## src/rtl/dff_pkg.sv

```systemverilog
`default_nettype none
// ============================================================================
//  Module   : dff_pkg
//  Purpose  : Shared constants and helpers for the dff_pipe pipeline.
//             - DEFAULT_RESET_VAL : bit value replicated into every data
//                                   register on reset by default.
//             - count_width()     : width of the valid-stage occupancy count.
//  Revision : 1.0 - initial release
// ============================================================================
package dff_pkg;

  localparam logic DEFAULT_RESET_VAL = 1'b0;

  // Enough bits to represent 0..stages inclusive.
  function automatic int count_width(input int stages);
    return $clog2(stages + 1);
  endfunction

endpackage
`default_nettype wire

```

## src/rtl/dff_pipe_stage.sv

```systemverilog
`default_nettype none
// ============================================================================
//  Module   : dff_pipe_stage
//  Purpose  : One pipeline slot: a WIDTH-bit data register plus its valid
//             flag, asynchronously reset.
//  Ports    : clk       - clock, rising edge
//             reset     - asynchronous active-high reset
//             load      - capture data_in/valid_in on this edge
//             clr       - clear valid on this edge; data is left untouched
//             data_in   - data from the upstream slot (or pipeline input)
//             valid_in  - valid from the upstream slot (or input transfer)
//             data_out  - registered data
//             valid_out - registered valid
//  Revision : 1.0 - initial release
// ============================================================================
module dff_pipe_stage #(
  parameter int               WIDTH     = 8,
  parameter logic [WIDTH-1:0] RESET_VAL = '0
) (
  input  logic             clk,
  input  logic             reset,
  input  logic             load,
  input  logic             clr,
  input  logic [WIDTH-1:0] data_in,
  input  logic             valid_in,
  output logic [WIDTH-1:0] data_out,
  output logic             valid_out
);

  logic [WIDTH-1:0] data_q;
  logic [WIDTH-1:0] data_d;
  logic             valid_q;
  logic             valid_d;

  // clr wins over load so a flush neither captures new data nor keeps valids.
  always_comb begin
    data_d  = data_q;
    valid_d = valid_q;
    if (clr) begin
      valid_d = 1'b0;
    end else if (load) begin
      data_d  = data_in;
      valid_d = valid_in;
    end
  end

  always_ff @(posedge clk or posedge reset) begin
    if (reset) begin
      data_q  <= RESET_VAL;
      valid_q <= 1'b0;
    end else begin
      data_q  <= data_d;
      valid_q <= valid_d;
    end
  end

  assign data_out  = data_q;
  assign valid_out = valid_q;

endmodule
`default_nettype wire

```

## src/rtl/dff_pipe.sv

```systemverilog
`default_nettype none
// ============================================================================
//  Module   : dff_pipe
//  Purpose  : STAGES-deep valid/ready register pipeline with bubble collapse,
//             synchronous flush and an occupancy count.
//  Ports    : clk       - clock, rising edge
//             reset     - asynchronous active-high reset
//             flush     - clear all stage valids at the next edge
//             d         - input data
//             in_valid  - d is offered for transfer
//             in_ready  - pipeline accepts d this cycle
//             q         - data of the last stage (stale when out_valid=0)
//             qb        - bitwise complement of q
//             out_valid - q holds a valid item
//             out_ready - consumer takes q this cycle
//             count     - number of valid stages
//  Revision : 1.0 - initial release
// ============================================================================
module dff_pipe
  import dff_pkg::*;
#(
  parameter int               WIDTH     = 8,
  parameter int               STAGES    = 3,
  parameter logic [WIDTH-1:0] RESET_VAL = {WIDTH{DEFAULT_RESET_VAL}}
) (
  input  logic                              clk,
  input  logic                              reset,
  input  logic                              flush,
  input  logic [WIDTH-1:0]                  d,
  input  logic                              in_valid,
  output logic                              in_ready,
  output logic [WIDTH-1:0]                  q,
  output logic [WIDTH-1:0]                  qb,
  output logic                              out_valid,
  input  logic                              out_ready,
  output logic [count_width(STAGES)-1:0]    count
);

  localparam int CW = count_width(STAGES);

  logic [STAGES-1:0]            valid;
  logic [STAGES-1:0][WIDTH-1:0] data;
  logic [STAGES-1:0]            can_take;
  logic [CW-1:0]                count_w;

  // A stage can take when it, or any stage downstream of it, is empty, or
  // when the consumer drains the last stage. Written in this unrolled form
  // so no bit of can_take depends on another bit of the same vector.
  always_comb begin
    can_take = '0;
    for (int i = 0; i < STAGES; i++) begin
      can_take[i] = out_ready;
      for (int j = i; j < STAGES; j++) begin
        if (!valid[j]) can_take[i] = 1'b1;
      end
    end
  end

  // reset gating keeps in_ready low for the whole reset assertion, even
  // though the emptied pipeline would otherwise report room.
  assign in_ready = can_take[0] && !flush && !reset;

  generate
    for (genvar i = 0; i < STAGES; i++) begin : g_stage
      logic [WIDTH-1:0] stage_data_in;
      logic             stage_valid_in;

      if (i == 0) begin : g_first
        assign stage_data_in  = d;
        assign stage_valid_in = in_valid && in_ready;
      end else begin : g_rest
        assign stage_data_in  = data[i-1];
        assign stage_valid_in = valid[i-1];
      end

      dff_pipe_stage #(
        .WIDTH     (WIDTH),
        .RESET_VAL (RESET_VAL)
      ) u_stage (
        .clk       (clk),
        .reset     (reset),
        .load      (can_take[i]),
        .clr       (flush),
        .data_in   (stage_data_in),
        .valid_in  (stage_valid_in),
        .data_out  (data[i]),
        .valid_out (valid[i])
      );
    end
  endgenerate

  // Population count of the registered valids only.
  always_comb begin
    count_w = '0;
    for (int i = 0; i < STAGES; i++) begin
      if (valid[i]) count_w = count_w + CW'(1);
    end
  end

  assign count     = count_w;
  assign q         = data[STAGES-1];
  assign qb        = ~data[STAGES-1];
  assign out_valid = valid[STAGES-1];

endmodule
`default_nettype wire

```

## config.mk

```make
export PLATFORM = sky130hd
export DESIGN_NAME = dff_pipe
export DESIGN_NICKNAME = d
export VERILOG_FILES = /design/src/rtl/dff_pkg.sv /design/src/rtl/dff_pipe_stage.sv /design/src/rtl/dff_pipe.sv
export SDC_FILE = /design/constraint.sdc
export NUM_CORES = 1
export LEC_CHECK = 0
export ABC_AREA = 0
export CAP_MARGIN = 5
export CORE_ASPECT_RATIO = 0.8
export CORE_MARGIN = 3
export CORE_UTILIZATION = 49
export DETAILED_ROUTE_END_ITERATION = 8
export PLACE_DENSITY = 0.82
export RECOVER_POWER = 100
export SYNTH_ARGS = -nofsm -noshare
export SYNTH_HDL_FRONTEND = slang
export SYNTH_SLANG_ARGS = --single-unit
export TNS_END_PERCENT = 30
```

## constraint.sdc

```tcl
create_clock -name clk -period 4.92 [get_ports clk]
set_clock_uncertainty 0.05 [all_clocks]
set_input_delay 1.23 -clock clk [delete_from_list [all_inputs] [get_ports clk]]
set_output_delay 1.23 -clock clk [all_outputs]
set_load 0.02 [all_outputs]
```

==> results of run 1 <==
-- worst max-delay path: stages --
cell           delay [ns]
dlygate4sd3_1        0.53
nor2b_1              0.44
a31oi_4              0.14
and2_1               0.18
dlygate4sd3_1        0.65
-- routing by layer --
layer | vias up | part of all wire | global-route usage
li1 | 337 | - | -
met1 | 347 | 0.44 | 0.220
met2 | 23 | 0.48 | 0.257
met3 | 2 | 0.070 | 0.0529
met4 | 0 | 0.0056 | 0.0332
met5 | - | 0 | 0
-- cells by family (layout without fill, tap and decap cells) --
group / count (synthesis) / count (layout) / share of synthesized area
mux: 25 / 25 / 0.246
simple gates: 7 / 7 / 0.0297
fa+ha+maj: 2 / 2 / 0.0220
buf+inv: 15 / 50 / 0.0560
compound gates: 4 / 4 / 0.0451
xor+xnor: 1 / 1 / 0.00769
flops: 27 / 27 / 0.593
-- path summary, 6_finish.rpt --
check / from / to / slack, ns / cells past startpoint
hold / removal: g_stage[1].u_stage.data_out[2] / g_stage[2].u_stage.data_out[2] / 0.47 / 1
hold reg to reg: g_stage[1].u_stage.data_out[2] / g_stage[2].u_stage.data_out[2] / 0.47 / 1
setup reg to reg: g_stage[2].u_stage.valid_out / g_stage[1].u_stage.data_out[4] / 2.97 / 3
max in group asynchronous: reset / g_stage[2].u_stage.data_out[2] / 2.22 / 3
setup / recovery: out_ready / in_ready / 0.47 / 5
min in group asynchronous: reset / g_stage[0].u_stage.data_out[3] / 1.77 / 3
-- through the flow --
step,std cells,hold slack [ns],setup slack [ns],utilization,cell area (um^2)
CTS,140,0.470,0.559,0.744,1510
global route,140,0.486,0.359,0.733,1490
floorplan,81,0.425,1.48,-,1140
detailed placement,136,0.437,0.583,0.731,1490
global placement,136,0.432,0.624,0.731,1490
finish,140,0.469,0.465,0.733,1490
-- power by group through the flow --
stage          Combinational [W]  Sequential [W]  Clock [W]
3_5_place_dp            0.000156        0.000277          0
3_3_place_gp            0.000154        0.000274          0
2_1_floorplan          0.0000656        0.000288          0
4_1_cts                 0.000157        0.000272  0.0000989
5_1_grt                 0.000154        0.000276   0.000109
6_report                0.000141        0.000271  0.0000934
-- state kept, by name (all words and copies together), names as in the netlist --
name                       flops
g_stage.u_stage.data_out      24
g_stage.u_stage.valid_out      3
-- cells in the final DEF, fill, tap and decap left out --
| cell type | instances |
|---|---|
| a21oi_1 | 2 |
| a31oi_4 | 1 |
| a32oi_1 | 1 |
| and2_1 | 1 |
| clkbuf_1 | 3 |
| clkbuf_4 | 3 |
| clkdlybuf4s50_1 | 10 |
| dfrtp_1 | 27 |
| dlygate4sd3_1 | 22 |
| ha_1 | 2 |
| inv_1 | 12 |
| mux2_2 | 24 |
| mux2i_1 | 1 |
| nor2_1 | 5 |
| nor2b_1 | 1 |
| xor2_1 | 1 |
-- layout make-up --
cell class	count	area, um^2
timing repair buffer	34	328
clock buffer	4	26.3
inverter	12	45.0
sequential	27	676
multi-input combinational	39	385
tap	24	30.0
fill	152	542
==> impl_metrics.py, run 1 <==
metrics = {
    "outcome": {
        "outcome": "complete, no violations",
    },
    "clock_network": {
        "root_buffer": "clkbuf_4",
        "cts_tree": "built",
        "clock_path_buffers": 2,
        "post_cts_resized": 0,
        "cts_num_sinks": 27,
        "post_cts_buffers": 0,
        "clock_latency_ns": 0.32,
        "postCtsHoldBufs": 0,
        "cts-buffers-inserted": 3,
        "cts_max_level": 1,
        "clk_pin_slew_worst_paths_ns": 0.13,
    },
    "synthesis": {
        "syn_area_per_cell_um2": 14.1,
        "netlist_area_um2": 1140,
        "ys_ff_latch": 27,
        "synth-edff-count": 0,
        "yosys.cell_types.count": 17,
        "yosysMostFrequentCell": "dfrtp_1",
        "netlist.area_leader.share": 0.593,
        "yosysSeqAreaShare": 0.593,
        "synth_common_cells": "27 x dfrtp_1, 24 x mux2_2, 12 x inv_1",
        "synth_area_leader_cell": "dfrtp_1",
        "synth.net_count": 96,
        "synthCells": 81,
        "ys.flop_type": "dfrtp_1",
        "synthArstFlopShare": 1.00,
        "synthTopCellsByArea": "dfrtp_1 59%, mux2_2 24%, inv_1 4.0%",
        "yosys_warnings": 0,
    },
    "timing": {
        "period_minus_slack_ns": 4.45,
        "slew_violations": 0,
        "finalSetupViolations": 0,
        "finalHoldViolations": 0,
        "post-route-period-util": 0.905,
        "maxClockFrequency_ghz": 0.224,
        "tns_ns": 0,
        "worstMarginPinSlew_ns": 1.42,
        "grt_setup_unrepaired": "no",
        "max_slew_margin": 0.0556,
    },
    "route": {
        "wirelength_mm": 1.97,
        "drt_iter0_markers": 7,
        "wl_per_cell_um": 14.1,
        "vias": 709,
        "viasPerCell": 5.06,
        "postRouteAntennaNets": 0,
        "drc": 0,
        "drt-pass1-iter-count": 2,
    },
    "power": {
        "p_leak_nw": 0.671,
        "vdd_drop_max_mv": 0.290,
        "power.internal_w": 0.000357,
        "seqPwrFrac": 0.536,
        "p_comb_frac": 0.279,
        "p_per_area_nw_per_um2": 339,
        "switchingPower_w": 0.000148,
        "fin_total_pwr_w": 0.000505,
        "switching_share": 0.293,
        "clkPwrFrac": 0.185,
    },
    "placed_design": {
        "io_buffers": 32,
        "hpwlAfterDp_mm": 1.49,
        "gp_congestion": 0.702,
    },
    "floorplanning": {
        "die_area_um2": 2940,
        "die_h_um": 49.1,
        "die_w_um": 59.9,
        "fp.coreArea_um2": 2030,
        "io_pins": 33,
        "initial_core_util": 0.560,
        "num_rows": 14,
    },
    "global_route": {
        "grt_start_max_net_pins": 29,
        "grt_use_total": 0.164,
        "grt_remaining_overflow": 0,
        "antenna_found_initial": 0,
        "grt_pass1_vias": 791,
        "grt_pass1_wl_mm": 3.67,
    },
    "final_layout": {
        "diodes": 0,
        "final_nets": 132,
        "area_delta_synth_final_pct": 30.9,
        "final_layout_size_suffix_gt1_frac": 0.241,
    },
    "setup_path": {
        "critPathLaunchType": "input port",
        "cp_max_fo": 6,
        "crit_type": "in2out",
        "crit_required_ns": 3.64,
        "cp.arrival_ns": 3.17,
        "end_kind": "output port",
    },
    "min_path": {
        "hold_path_class": "reg2reg",
    },
    "run": {
        "maxCapViolations": 0,
    },
}
Note: power is estimated with default switching activity, not from simulation.
==> run 2: changes to the inputs <==
--- a/config.mk
+++ b/config.mk
@@ -9,9 +9,9 @@
 export CAP_MARGIN = 5
 export CORE_ASPECT_RATIO = 0.8
 export CORE_MARGIN = 3
-export CORE_UTILIZATION = 49
+export CORE_UTILIZATION = 46
 export DETAILED_ROUTE_END_ITERATION = 8
-export PLACE_DENSITY = 0.82
+export PLACE_DENSITY = 0.78
 export RECOVER_POWER = 100
 export SYNTH_ARGS = -nofsm -noshare
 export SYNTH_HDL_FRONTEND = slang
==> constraint.sdc (replaced) <==
create_clock -name clk -period 5.05 [get_ports clk]
set_clock_uncertainty 0.05 [all_clocks]
set_input_delay 1.2625 -clock clk [delete_from_list [all_inputs] [get_ports clk]]
set_output_delay 1.2625 -clock clk [all_outputs]
set_load 0.02 [all_outputs]
==> impl_metrics.py, run 2 (same netlist as run 1, synthesis figures left out) <==
metrics = {
    "outcome": {
        "outcome": "complete, no violations",
    },
    "route": {
        "wl_per_cell_um": 14.1,
        "postRouteAntennaNets": 0,
        "drt-pass1-iter-count": 4,
        "wirelength_mm": 1.97,
        "vias": 701,
        "drt_iter0_markers": 16,
        "viasPerCell": 5.01,
        "drc": 0,
    },
    "final_layout": {
        "final_cells": 140,
        "final_common_cell": "dfrtp_1",
        "diodes": 0,
        "final_nets": 131,
        "area_delta_synth_final_pct": 30.7,
        "largest_reg_flops": 24,
        "multi_input_area_um2": 385,
        "final_layout_size_suffix_gt1_frac": 0.243,
        "num-fill-cells": 179,
        "stdcell_area_um2": 1490,
        "mostFrequentLayoutCells": "27 x dfrtp_1, 24 x mux2_2, 22 x dlygate4sd3_1",
        "seq_area_um2": 676,
    },
    "timing": {
        "post-route-period-util": 0.906,
        "max_slew_margin": 0.0433,
        "finalSetupViolations": 0,
        "finalHoldViolations": 0,
        "maxClockFrequency_ghz": 0.218,
        "slew_violations": 0,
        "grt_setup_unrepaired": "no",
        "worstMarginPinSlew_ns": 1.43,
        "whs_ns": 0.469,
        "tns_ns": 0,
        "worst_slack_ns": 0.473,
        "period_minus_slack_ns": 4.58,
    },
    "placed_design": {
        "dp_slack_ns": 0.549,
        "place_area_um2": 1480,
        "gp_congestion": 0.721,
        "dp_cells": 136,
        "hpwlAfterDp_mm": 1.47,
        "io_buffers": 32,
    },
    "floorplanning": {
        "fp.coreArea_um2": 2250,
        "io_pins": 33,
        "die_h_um": 50.5,
        "die_area_um2": 3110,
        "initial_core_util": 0.506,
        "die_w_um": 61.6,
        "num_rows": 15,
    },
    "setup_path": {
        "cp.arrival_ns": 3.26,
        "crit_family": "buffers and inverters",
        "crit_chain": "dlygate4sd3_1 -> nor2b_1 -> a31oi_4 -> and2_1 -> dlygate4sd3_1",
        "crit_type": "in2out",
        "cpPeakStageDelay_ns": 0.64,
        "crit_required_ns": 3.74,
        "r2r_setup_slack_ns": 3.10,
        "critPathLaunchType": "input port",
        "cp_max_fo": 9,
        "critical_path_buf_inv_count": 2,
        "crit_top_cell": "dlygate4sd3_1",
        "cp_slowest_cell": "dlygate4sd3_1",
        "end_kind": "output port",
    },
    "global_route": {
        "antenna_found_initial": 0,
        "grt_remaining_overflow": 0,
        "grt_use_total": 0.150,
        "grt_start_max_net_pins": 29,
        "grt_pass1_wl_mm": 3.39,
        "grt_pass1_vias": 786,
    },
    "clock_network": {
        "cts_max_level": 1,
        "root_buffer": "clkbuf_4",
        "postCtsHoldBufs": 0,
        "clk_pin_slew_worst_paths_ns": 0.13,
        "cts-buffers-inserted": 3,
        "cts_num_sinks": 27,
        "cts_tree": "built",
        "clock_path_buffers": 2,
        "post_cts_resized": 0,
        "post_cts_buffers": 0,
        "clock_latency_ns": 0.32,
    },
    "power": {
        "switchingPower_w": 0.000143,
        "switching_share": 0.291,
        "power.internal_w": 0.000348,
        "p_per_area_nw_per_um2": 330,
        "seqPwrFrac": 0.537,
        "vdd_drop_max_mv": 0.205,
        "clkPwrFrac": 0.182,
        "p_comb_frac": 0.281,
        "p_leak_nw": 0.670,
    },
    "run": {
        "maxCapViolations": 0,
    },
    "min_path": {
        "hold_path_class": "reg2reg",
    },
}
-- run 2: stage by stage --
step                      utilization  total power [W]
after floorplan                     -         0.000345
after global placement          0.657         0.000416
after detailed placement        0.657         0.000421
after CTS                       0.668         0.000513
after global routing            0.661         0.000523
final                           0.661         0.000490
-- run 2: power groups by stage --
stage               registers [W]  clock network [W]  logic [W]
finish                   0.000263          0.0000894   0.000138
global route             0.000268           0.000105   0.000150
CTS                      0.000264          0.0000965   0.000152
detailed placement       0.000269                  0   0.000152
global placement         0.000267                  0   0.000150
floorplan                0.000281                  0  0.0000639
-- run 2: layout make-up --
class                           instances  area share
Sequential cell                        27       0.454
Inverter                               12      0.0303
Multi-Input combinational cell         39       0.259
Timing Repair Buffer                   33       0.218
Clock buffer                            4      0.0177
Tap cell                               25      0.0210
-- run 2: worst paths after layout --
path,cells past startpoint,end,from
max reg2reg,3,g_stage[1].u_stage.data_out[6],g_stage[2].u_stage.valid_out
max,5,in_ready,out_ready
min in group asynchronous,3,g_stage[0].u_stage.data_out[3],reset
min,1,g_stage[1].u_stage.data_out[4],g_stage[1].u_stage.data_out[4]
max in group asynchronous,3,g_stage[0].u_stage.data_out[0],reset
min reg2reg,1,g_stage[1].u_stage.data_out[4],g_stage[1].u_stage.data_out[4]
-- run 2: metal layers --
| layer | track usage | wire length [um] |
|---|---|---|
| met5 | 0 | 0 |
| met4 | 0.0424 | 21 |
| met3 | 0.0514 | 121 |
| met2 | 0.258 | 968 |
| met1 | 0.173 | 858 |
-- run 2: worst reg2reg max path: stages (launching register included) --
cell and delay (ns):
dfrtp_1 0.44, nor2b_1 0.22, a21oi_1 0.72, mux2_2 0.41
==> run 3: changes to the inputs <==
--- a/config.mk
+++ b/config.mk
@@ -9,10 +9,12 @@
 export CAP_MARGIN = 5
 export CORE_ASPECT_RATIO = 0.8
 export CORE_MARGIN = 3
-export CORE_UTILIZATION = 46
+export CORE_UTILIZATION = 55
 export DETAILED_ROUTE_END_ITERATION = 8
-export PLACE_DENSITY = 0.78
+export DONT_BUFFER_PORTS = 1
+export PLACE_DENSITY = 0.7
 export RECOVER_POWER = 100
+export SLEW_MARGIN = 10
 export SYNTH_ARGS = -nofsm -noshare
 export SYNTH_HDL_FRONTEND = slang
 export SYNTH_SLANG_ARGS = --single-unit
==> impl_metrics.py, run 3 (same netlist as run 1, synthesis figures left out) <==
metrics = {
    "outcome": {
        "outcome": "complete, no violations",
    },
    "setup_path": {
        "end_kind": "output port",
        "crit_required_ns": 3.74,
        "cp_slowest_cell": "clkbuf_1",
        "crit_chain": "inv_1 -> clkbuf_1 -> and2_0",
        "cp.arrival_ns": 2.77,
        "cpPeakStageDelay_ns": 1.04,
        "crit_type": "in2out",
        "critPathLaunchType": "input port",
        "cp_max_fo": 29,
    },
    "route": {
        "drc": 0,
        "met2_length_um": 891,
        "wl_met3_um": 95,
        "drt_iter0_markers": 0,
        "wirelength_mm": 1.65,
        "wl_per_cell_um": 15.4,
        "postRouteAntennaNets": 0,
        "viasPerCell": 5.33,
        "drt-pass1-iter-count": 1,
        "vias": 570,
        "dr.max_layer_used": "met4",
        "drt-met1-wl_um": 660,
    },
    "floorplanning": {
        "die_area_um2": 2660,
        "io_pins": 33,
        "initial_core_util": 0.591,
        "die_h_um": 46.7,
        "num_rows": 14,
        "die_w_um": 56.9,
        "fp.coreArea_um2": 1930,
    },
    "power": {
        "vdd_drop_max_mv": 0.262,
        "p_leak_nw": 0.528,
        "p_per_area_nw_per_um2": 377,
        "fin_total_pwr_w": 0.000434,
    },
    "global_route": {
        "grt_pass1_wl_mm": 2.79,
        "grt_start_max_net_pins": 30,
        "grt_remaining_overflow": 0,
        "grt_pass1_vias": 598,
        "grt_use_total": 0.145,
        "antenna_found_initial": 0,
    },
    "timing": {
        "tns_ns": 0,
        "maxClockFrequency_ghz": 0.245,
        "max_slew_margin": 0.0421,
        "grt_setup_unrepaired": "no",
        "period_minus_slack_ns": 4.08,
        "post-route-period-util": 0.808,
        "slew_violations": 0,
        "finalSetupViolations": 0,
        "worstMarginPinSlew_ns": 1.44,
        "finalHoldViolations": 0,
    },
    "placed_design": {
        "io_buffers": 0,
        "hpwlAfterDp_mm": 1.24,
        "gp_congestion": 0.724,
    },
    "clock_network": {
        "clk_pin_slew_worst_paths_ns": 0.12,
        "cts_num_sinks": 27,
        "post_cts_buffers": 0,
        "post_cts_resized": 0,
        "clock_path_buffers": 2,
        "root_buffer": "clkbuf_4",
        "clock_latency_ns": 0.31,
        "cts_max_level": 1,
        "postCtsHoldBufs": 0,
        "cts-buffers-inserted": 3,
        "cts_tree": "built",
    },
    "run": {
        "maxCapViolations": 0,
    },
    "final_layout": {
        "area_delta_synth_final_pct": 1.10,
        "final_layout_size_suffix_gt1_frac": 0.325,
        "final_nets": 99,
        "largest_reg_flops": 24,
        "diodes": 0,
        "final_common_cell": "dfrtp_1",
        "mostFrequentLayoutCells": "27 x dfrtp_1, 24 x mux2_2, 12 x inv_1",
    },
    "min_path": {
        "hold_path_class": "reg2reg",
    },
}
## run 3: worst paths after layout
check,endpoint,slack (ns),from,depth (start not counted)
min in group asynchronous,g_stage[0].u_stage.data_out[2],1.26,reset,2
min reg2reg,g_stage[1].u_stage.data_out[6],0.47,g_stage[1].u_stage.data_out[6],1
max reg2reg,g_stage[0].u_stage.data_out[1],3.00,g_stage[2].u_stage.valid_out,3
max in group asynchronous,g_stage[2].u_stage.data_out[0],2.86,reset,2
max,in_ready,0.97,reset,3
min,g_stage[1].u_stage.data_out[6],0.47,g_stage[1].u_stage.data_out[6],1
## run 3: layout make-up
type / count / area, um^2
tap: 24 / 30.0
multi-input combinational: 39 / 370
fill: 161 / 776
timing repair buffer: 1 / 3.75
clock buffer: 4 / 26.3
inverter: 12 / 45.0
sequential: 27 / 676
## run 3: metal layers
metal,global-route usage,vias up
met2,0.244,20
met1,0.177,280
li1,-,268
met4,0.0278,0
met3,0.0644,2
met5,0,-
## run 3: metrics by stage
step / worst slack (ns) / cell area, um^2 / instances / hold WS (ns) / util
finish: 0.971 / 1150 / 107 / 0.467 / 0.597
global route: 0.697 / 1150 / 107 / 0.494 / 0.597
CTS: 1.40 / 1180 / 107 / 0.473 / 0.614
detailed placement: 1.40 / 1160 / 103 / 0.441 / 0.601
global placement: 1.44 / 1160 / 103 / 0.437 / 0.601
floorplan: 1.54 / 1140 / 81 / 0.425 / -
## run 3: power by group
part	internal, W	switching (W)	total (W)	leakage, nW
clock network	0.0000308	0.0000551	0.0000860	0.0150
registers	0.000245	0.0000362	0.000282	0.322
logic	0.0000276	0.0000392	0.0000668	0.191
## run 3: worst max-delay path, delay by kind of cell
family / cells / cell delay, ns
AND/OR/NAND/NOR: 1 / 0.43
buffers and inverters: 2 / 1.07
